**config.mk**
```make
export PLATFORM = sky130hd
export DESIGN_NAME = ysyx_22040237_ifu
export DESIGN_NICKNAME = d
export VERILOG_FILES = /design/src/rtl/ysyx_22040237_ifu.sv
export SDC_FILE = /design/constraint.sdc
export NUM_CORES = 1
export LEC_CHECK = 0
export BUFFER_PORTS_ARGS = -buffer_cell sky130_fd_sc_hd__buf_2
export CAP_MARGIN = 0
export CORE_MARGIN = 1
export CORE_UTILIZATION = 44
export CTS_CLUSTER_DIAMETER = 100
export DETAILED_ROUTE_END_ITERATION = 8
export PLACE_DENSITY = 0.86
export SYNTH_ARGS = -nofsm -noshare
export SYNTH_HDL_FRONTEND = slang
export SYNTH_SLANG_ARGS = --single-unit
```
**constraint.sdc**
```tcl
create_clock -name clk -period 2.25 [get_ports clk]
set_input_delay 0 -clock clk [delete_from_list [all_inputs] [get_ports clk]]
set_output_delay 0 -clock clk [all_outputs]
set_load 0.01 [all_outputs]
```
**src/rtl/ysyx_22040237_ifu.sv**
```systemverilog
// Instruction fetch unit: owns the PC, issues one imem request at a time and
// hands {inst, pc} to the decoder over a valid/ready handshake, honouring redirects.
module ysyx_22040237_ifu #(
    parameter logic [63:0] RESET_PC = 64'h0000_0000_8000_0000
) (
    input  logic        clk,
    input  logic        rst,
    output logic        imem_req_valid_o,
    input  logic        imem_req_ready_i,
    output logic [63:0] imem_addr_o,
    input  logic        imem_rsp_valid_i,
    input  logic [31:0] imem_rsp_data_i,
    output logic        inst_valid_o,
    input  logic        inst_ready_i,
    output logic [31:0] inst_o,
    output logic [63:0] pc_o,
    input  logic        redirect_i,
    input  logic [63:0] redirect_pc_i
);

    typedef enum logic [1:0] {
        S_IDLE = 2'd0,
        S_REQ  = 2'd1,
        S_WAIT = 2'd2,
        S_HOLD = 2'd3
    } state_e;

    state_e      state_q;
    logic [63:0] pc_q;
    logic [31:0] inst_q;
    logic        drop_q;
    logic        req_valid_q;
    logic        inst_valid_q;

    logic [63:0] redirect_tgt;
    logic        unused_low_bits;

    // Instructions are word aligned, so the low target bits are discarded.
    assign redirect_tgt    = {redirect_pc_i[63:2], 2'b00};
    assign unused_low_bits = ^redirect_pc_i[1:0];

    assign imem_req_valid_o = req_valid_q;
    assign imem_addr_o      = pc_q;
    assign inst_valid_o     = inst_valid_q;
    assign inst_o           = inst_q;
    assign pc_o             = pc_q;

    // Fetch FSM; the valid outputs are registered alongside the state they belong to.
    always_ff @(posedge clk) begin
        if (rst) begin
            state_q      <= S_IDLE;
            pc_q         <= RESET_PC;
            inst_q       <= 32'h0000_0000;
            drop_q       <= 1'b0;
            req_valid_q  <= 1'b0;
            inst_valid_q <= 1'b0;
        end else begin
            case (state_q)
                S_IDLE: begin
                    state_q      <= S_REQ;
                    req_valid_q  <= 1'b1;
                    inst_valid_q <= 1'b0;
                end
                S_REQ: begin
                    if (redirect_i) begin
                        pc_q <= redirect_tgt;
                        if (imem_req_ready_i) begin
                            // The accepted request targets the old PC; its data must be thrown away.
                            drop_q      <= 1'b1;
                            state_q     <= S_WAIT;
                            req_valid_q <= 1'b0;
                        end else begin
                            state_q <= S_REQ;
                        end
                    end else if (imem_req_ready_i) begin
                        state_q     <= S_WAIT;
                        req_valid_q <= 1'b0;
                    end else begin
                        state_q <= S_REQ;
                    end
                end
                S_WAIT: begin
                    if (imem_rsp_valid_i) begin
                        if (drop_q || redirect_i) begin
                            drop_q      <= 1'b0;
                            state_q     <= S_REQ;
                            req_valid_q <= 1'b1;
                            if (redirect_i) begin
                                pc_q <= redirect_tgt;
                            end else begin
                                pc_q <= pc_q;
                            end
                        end else begin
                            inst_q       <= imem_rsp_data_i;
                            state_q      <= S_HOLD;
                            inst_valid_q <= 1'b1;
                        end
                    end else if (redirect_i) begin
                        pc_q   <= redirect_tgt;
                        drop_q <= 1'b1;
                    end else begin
                        state_q <= S_WAIT;
                    end
                end
                S_HOLD: begin
                    // A redirect outranks consumption: the buffered instruction is on the wrong path.
                    if (redirect_i) begin
                        pc_q         <= redirect_tgt;
                        state_q      <= S_REQ;
                        req_valid_q  <= 1'b1;
                        inst_valid_q <= 1'b0;
                    end else if (inst_ready_i) begin
                        pc_q         <= pc_q + 64'd4;
                        state_q      <= S_REQ;
                        req_valid_q  <= 1'b1;
                        inst_valid_q <= 1'b0;
                    end else begin
                        state_q <= S_HOLD;
                    end
                end
                default: begin
                    state_q      <= S_IDLE;
                    drop_q       <= 1'b0;
                    req_valid_q  <= 1'b0;
                    inst_valid_q <= 1'b0;
                end
            endcase
        end
    end

endmodule

```
# After elaboration in Yosys (flattened, before gate mapping)
# Index checks and enable logic that the tools add are counted.
# word_totals
output_inout_bits	162
reg_bits	101
# op_classes
n_eq_ne	12
add_sub_neg	1
reduce_logical	10
muxes	30
n_bitwise	1
# op_table
op	count
$mux W64	5
$pmux W64 S3	1
$add A64 B3 Y64 const B	1
$mux W1	14
$mux W2	6
$ne A3 B3 Y1 const B	4
$ne A2 B2 Y1 const B	5
$pmux W2 S4	1
$reduce_and A4 Y1	2
$reduce_and A3 Y1	2
$reduce_bool A3 Y1	2
$reduce_and A5 Y1	1
$eq A2 B2 Y1 const B	2
$pmux W1 S4	1
$pmux W1 S3	1
$eq A2 B1 Y1 const B	1
$logic_not A2 Y1	1
$pmux W1 S2	1
$reduce_bool A2 Y1	1
$logic_or A1 B1 Y1	1
$not A1 Y1	1

# Logic depth before layout (Yosys ltp)
# depth
depth_word	4
depth_mapped	11
ltp_nobuf	7

# Least setup slack after synthesis
# OpenSTA, ideal clock, no wires.
# synth_path
kind	reg2reg
from	register state_q[0]
to	register pc_q[18], in the netlist imem_addr_o[18]
stages_incl_launch_ff	11
setup_time_ns	0.070
path_slack_ns	-0.166
t_arrival_ns	2.346
synth_period_minus_slack_ns	2.416
t_required_ns	2.180
path_cell_list	dfxtp_1 > inv_1 > ha_1 > clkbuf_1 > nor4bb_1 > clkbuf_1 > nor3_1 > clkbuf_1 > buf_1 > o21ai_0 > a21oi_1
# synth_via
elab_chain_cells	3
# synth_rtl
element	line	source
from (decl)	28	state_e state_q;
from (signal assigned)	51	state_q <= S_IDLE;
from (signal assigned)	60	state_q <= S_REQ;
from (signal assigned)	70	state_q <= S_WAIT;
$eq A2 B2 Y1 or $eq A2 B1 Y1 (tied branches)	58	case (state_q)
$ne A3 B3 Y1 (no source line) or $reduce_bool A3 Y1 (tied branches)	n/a	
$reduce_and A3 Y1 (no source line)	n/a	
to (signal assigned)	66	pc_q <= redirect_tgt;
to (signal assigned)	89	pc_q <= redirect_tgt;
to (signal assigned)	91	pc_q <= pc_q;
to (decl)	29	logic [63:0] pc_q;
# Parallel ways exist; a longest one is shown, timed or not.
# A chain may end at the register's enable or synchronous reset.

# Final worst setup path
# layout_path
from	register state_q[1]
to	register pc_q[36], in the netlist imem_addr_o[36]
# Same word-level chain as after synthesis.

==> impl_metrics.csv <==
group,metric,value,unit
detailed_routing,drc,0,
clocking,clk_path_buf_depth,2,
run,max-cap-violations,0,
critical_path,arrival,2.53,ns
critical_path,startpoint_type,"flip-flop",
yosys,yosysSeqAreaShare,31.8,%
power,peakVddDrop,361,uV
clocking,numCtsBuffers,9,
sta,setup_violations,0,
global_routing,track_usage,31.5,%
yosys,avgSynthCellArea,7.41,um2
detailed_routing,wl_per_cell,17.7,um
layout,syn_to_final_growth,42.8,%
critical_path,cp_max_fo,6,
yosys,synth-main-ff-cell,"dfxtp_1",
floorplan,initial_core_util,44.9,%
critical_path,end_kind,"flip-flop",
placement,io_buffers,257,
sta,min_period_over_period,99.8,%
yosys,synth_top_area_share,31.8,%
critical_path,crit_type,"flip-flop to flip-flop",
detailed_routing,dr.pass1.iters,6,
critical_path,critPathRequiredTime,2.53,ns
clocking,cts_tree,"yes",
power,powerDensity,509,mW/mm2
detailed_routing,drt-initial-drc-count,854,
floorplan,io_pins,264,
sta,grt_setup_unrepaired,"yes",
global_routing,antenna_found_initial,0,
placement,gp_congestion,0.977,
clocking,clock-root-buffer,"clkbuf_16",
power,power.total,4.54,mW
critical_path,r2r_setup_slack,0.004,ns
global_routing,grt_first_pass_wirelength,36200,um
yosys,synth_top_cells_by_area,"dfxtp_1 32%, nand2_1 8.8%, buf_4 7.9%",
status,status,"finished, final reports clean",
clocking,clkSlewWorstSetupHoldPaths,0.07,ns
placement,place_hpwl,16300,um
detailed_routing,vias_per_cell,5.89,
yosys,yosys.area.top_type,"dfxtp_1",
yosys,ys_types,64,
global_routing,globalRouteOverflowTotal,0,
detailed_routing,routed_wl,23700,um
sta,clock.fmax,0.445,GHz
yosys,synth_area,0.00624,mm2
clocking,cts_sinks,99,
floorplan,core_area,0.0139,mm2
detailed_routing,ant_nets,0,
sta,finalClockSkew,0.00739,ns
layout,drive_gt1_share,37.0,%
clocking,htree_levels,3,
detailed_routing,vias,7879,
sta,final_hold_viol_count,0,
yosys,yosysWarnings,0,
sta,worst_pin_slew,0.550,ns
sta,fin_crit,2.25,ns
clocking,clk_latency,0.35,ns
global_routing,grt_pass1_vias,7241,
yosys,synth-async-reset-ratio,0,%
layout,final_cells,1338,
floorplan,dieWidth,121,um
layout,nets,1261,
yosys,syn-instance-count,842,
sta,slew_violations,0,
critical_path,path_cells,"ha_2 > nor2b_2 > nand3_1 > or3_1 > o41a_1 > o22ai_1",
critical_path,crit_path_max_incr_delay,0.43,ns
layout,antenna-diode-count,0,
global_routing,grt_max_degree,66,
critical_path,slowest_stage,"or3_1",
power,leakagePower,3.90,nW
yosys,synth_edf_count,0,
floorplan,core.rowCount,43,
floorplan,die_h,121,um
sta,relSlewSlack,63.3,%
yosys,synth-seq-cells,99,
floorplan,die-area,0.0147,mm2
placement,dp_cells,1257,
hold_path,min_path_type,"primary input to flip-flop",
==> per-layer routing <==
metal,vias to the layer above,routed length (um),global-route usage (%)
met1,3618,9180,37.1
li1,3666,-,-
met3,77,2410,7.99
met4,0,852,15.0
met5,-,0,0
met2,518,11300,53.2
==> report_power, final <==
part / total (mW) / internal, mW / leakage [nW] / switching [mW]
combinational: 1.09 / 0.502 / 2.94 / 0.588
clock: 1.51 / 0.832 / 0.141 / 0.676
sequential: 1.94 / 1.84 / 0.813 / 0.0961
total: 4.54 / 3.18 / 3.90 / 1.36
==> path summary, 6_finish.rpt <==
path / from / to / depth (start not counted)
max: state_q[1] / imem_addr_o[36] / 6
min: redirect_pc_i[30] / imem_addr_o[30] / 3
max reg2reg: state_q[1] / imem_addr_o[36] / 6
min reg2reg: inst_o[19] / inst_o[19] / 2
==> cells by family after synthesis <==
family                   share of synthesized area (%)
AND/OR/NAND/NOR                                   29.4
AO/OA/AOI/OAI                                     23.5
other                                           0.0601
XOR/XNOR                                         0.140
buffers and inverters                             12.4
multiplexers                                      1.64
adder cells (fa/ha/maj)                           1.00
flip-flops                                        31.8
==> worst max-delay path: cells and delay by family, from the launching register on <==
family | cells | cell delay (ns)
fa+ha+maj | 1 | 0.25
flops | 1 | 0.36
simple gates | 3 | 1.10
compound gates | 2 | 0.49
==> registers in the layout, summed over array words and instances (netlist names) <==
register / flops
drop_q: 1
imem_addr_o: 62
imem_req_valid_o: 1
inst_valid_o: 1
state_q: 2
inst_o: 32
==> metrics by stage <==
stage | hold slack [ns] | setup WS [ns] | TNS, ns | utilization, % | instance area (um2)
after CTS | 0.00363 | 0.00141 | 0 | 63.4 | 8800
after detailed placement | 0.241 | 0.0185 | 0 | 56.8 | 7890
after global placement | 0.240 | 0.0613 | 0 | 56.8 | 7890
after floorplan | 0.116 | 0.00218 | 0 | - | 6330
after global routing | 0.0147 | -0.0696 | -0.384 | 64.2 | 8910
final | 0.0138 | 0.00374 | 0 | 64.2 | 8910
==> synth_stat cells (4+ instances only) <==
cell type    n
a211oi_1     6
a21oi_1     71
a221oi_1     4
a22oi_1     12
a311oi_1     9
a31oi_1     14
a32oi_1     10
and2_1       7
and3_1       7
and4_1       7
buf_1        5
buf_2        4
buf_4       66
clkbuf_1    49
dfxtp_1     99
ha_1         5
inv_1       14
mux2i_1      8
nand2_1    147
nand2b_1     4
nand3_1     40
nand4_1     20
nand4_2      4
nor2_1      45
nor3_1      23
nor4_1      18
o211ai_1    13
o21ai_0     36
o22ai_1     10
o32ai_1      4
or3_1       13
or4_1       14
==> placed cells by master (no fill, tap or decap), types with 4 or more instances in the layout <==
cell and n:
a211oi_1 6, a21oi_1 71, a221oi_1 4, a22oi_1 12
a311oi_1 8, a31oi_1 14, a32oi_1 10, and2_1 7
and3_1 7, and4_1 7, buf_2 257, buf_4 100
clkbuf_16 9, conb_1 4, dfxtp_1 79, dfxtp_2 19
dlygate4sd3_1 62, inv_1 13, mux2i_1 8, nand2_1 146
nand3_1 38, nand4_1 20, nor2_1 45, nor3_1 21
nor4_1 15, o211ai_1 13, o21ai_0 36, o22ai_1 10
o32ai_1 4, or3_1 12, or4_1 12, or4_4 4
==> area by class of cell <==
class | instances | area, um2
multi-input combinational | 608 | 3630
timing repair buffer | 422 | 2710
clock buffer | 13 | 270
sequential | 99 | 2010
inverter | 14 | 52.6
tap | 180 | 225
clock inverter | 2 | 10.0
fill | 1091 | 4970
==> timing repair <==
item                                    CTS  global route
hold buffers                             62             0
pin swaps                                 0             5
endpoints found under the hold margin    61             0
cloned                                    0             1
setup buffers                             0             3
resized for setup                         2            18
endpoints found under the setup margin    2            19
Power figures use the tool's default switching activity.
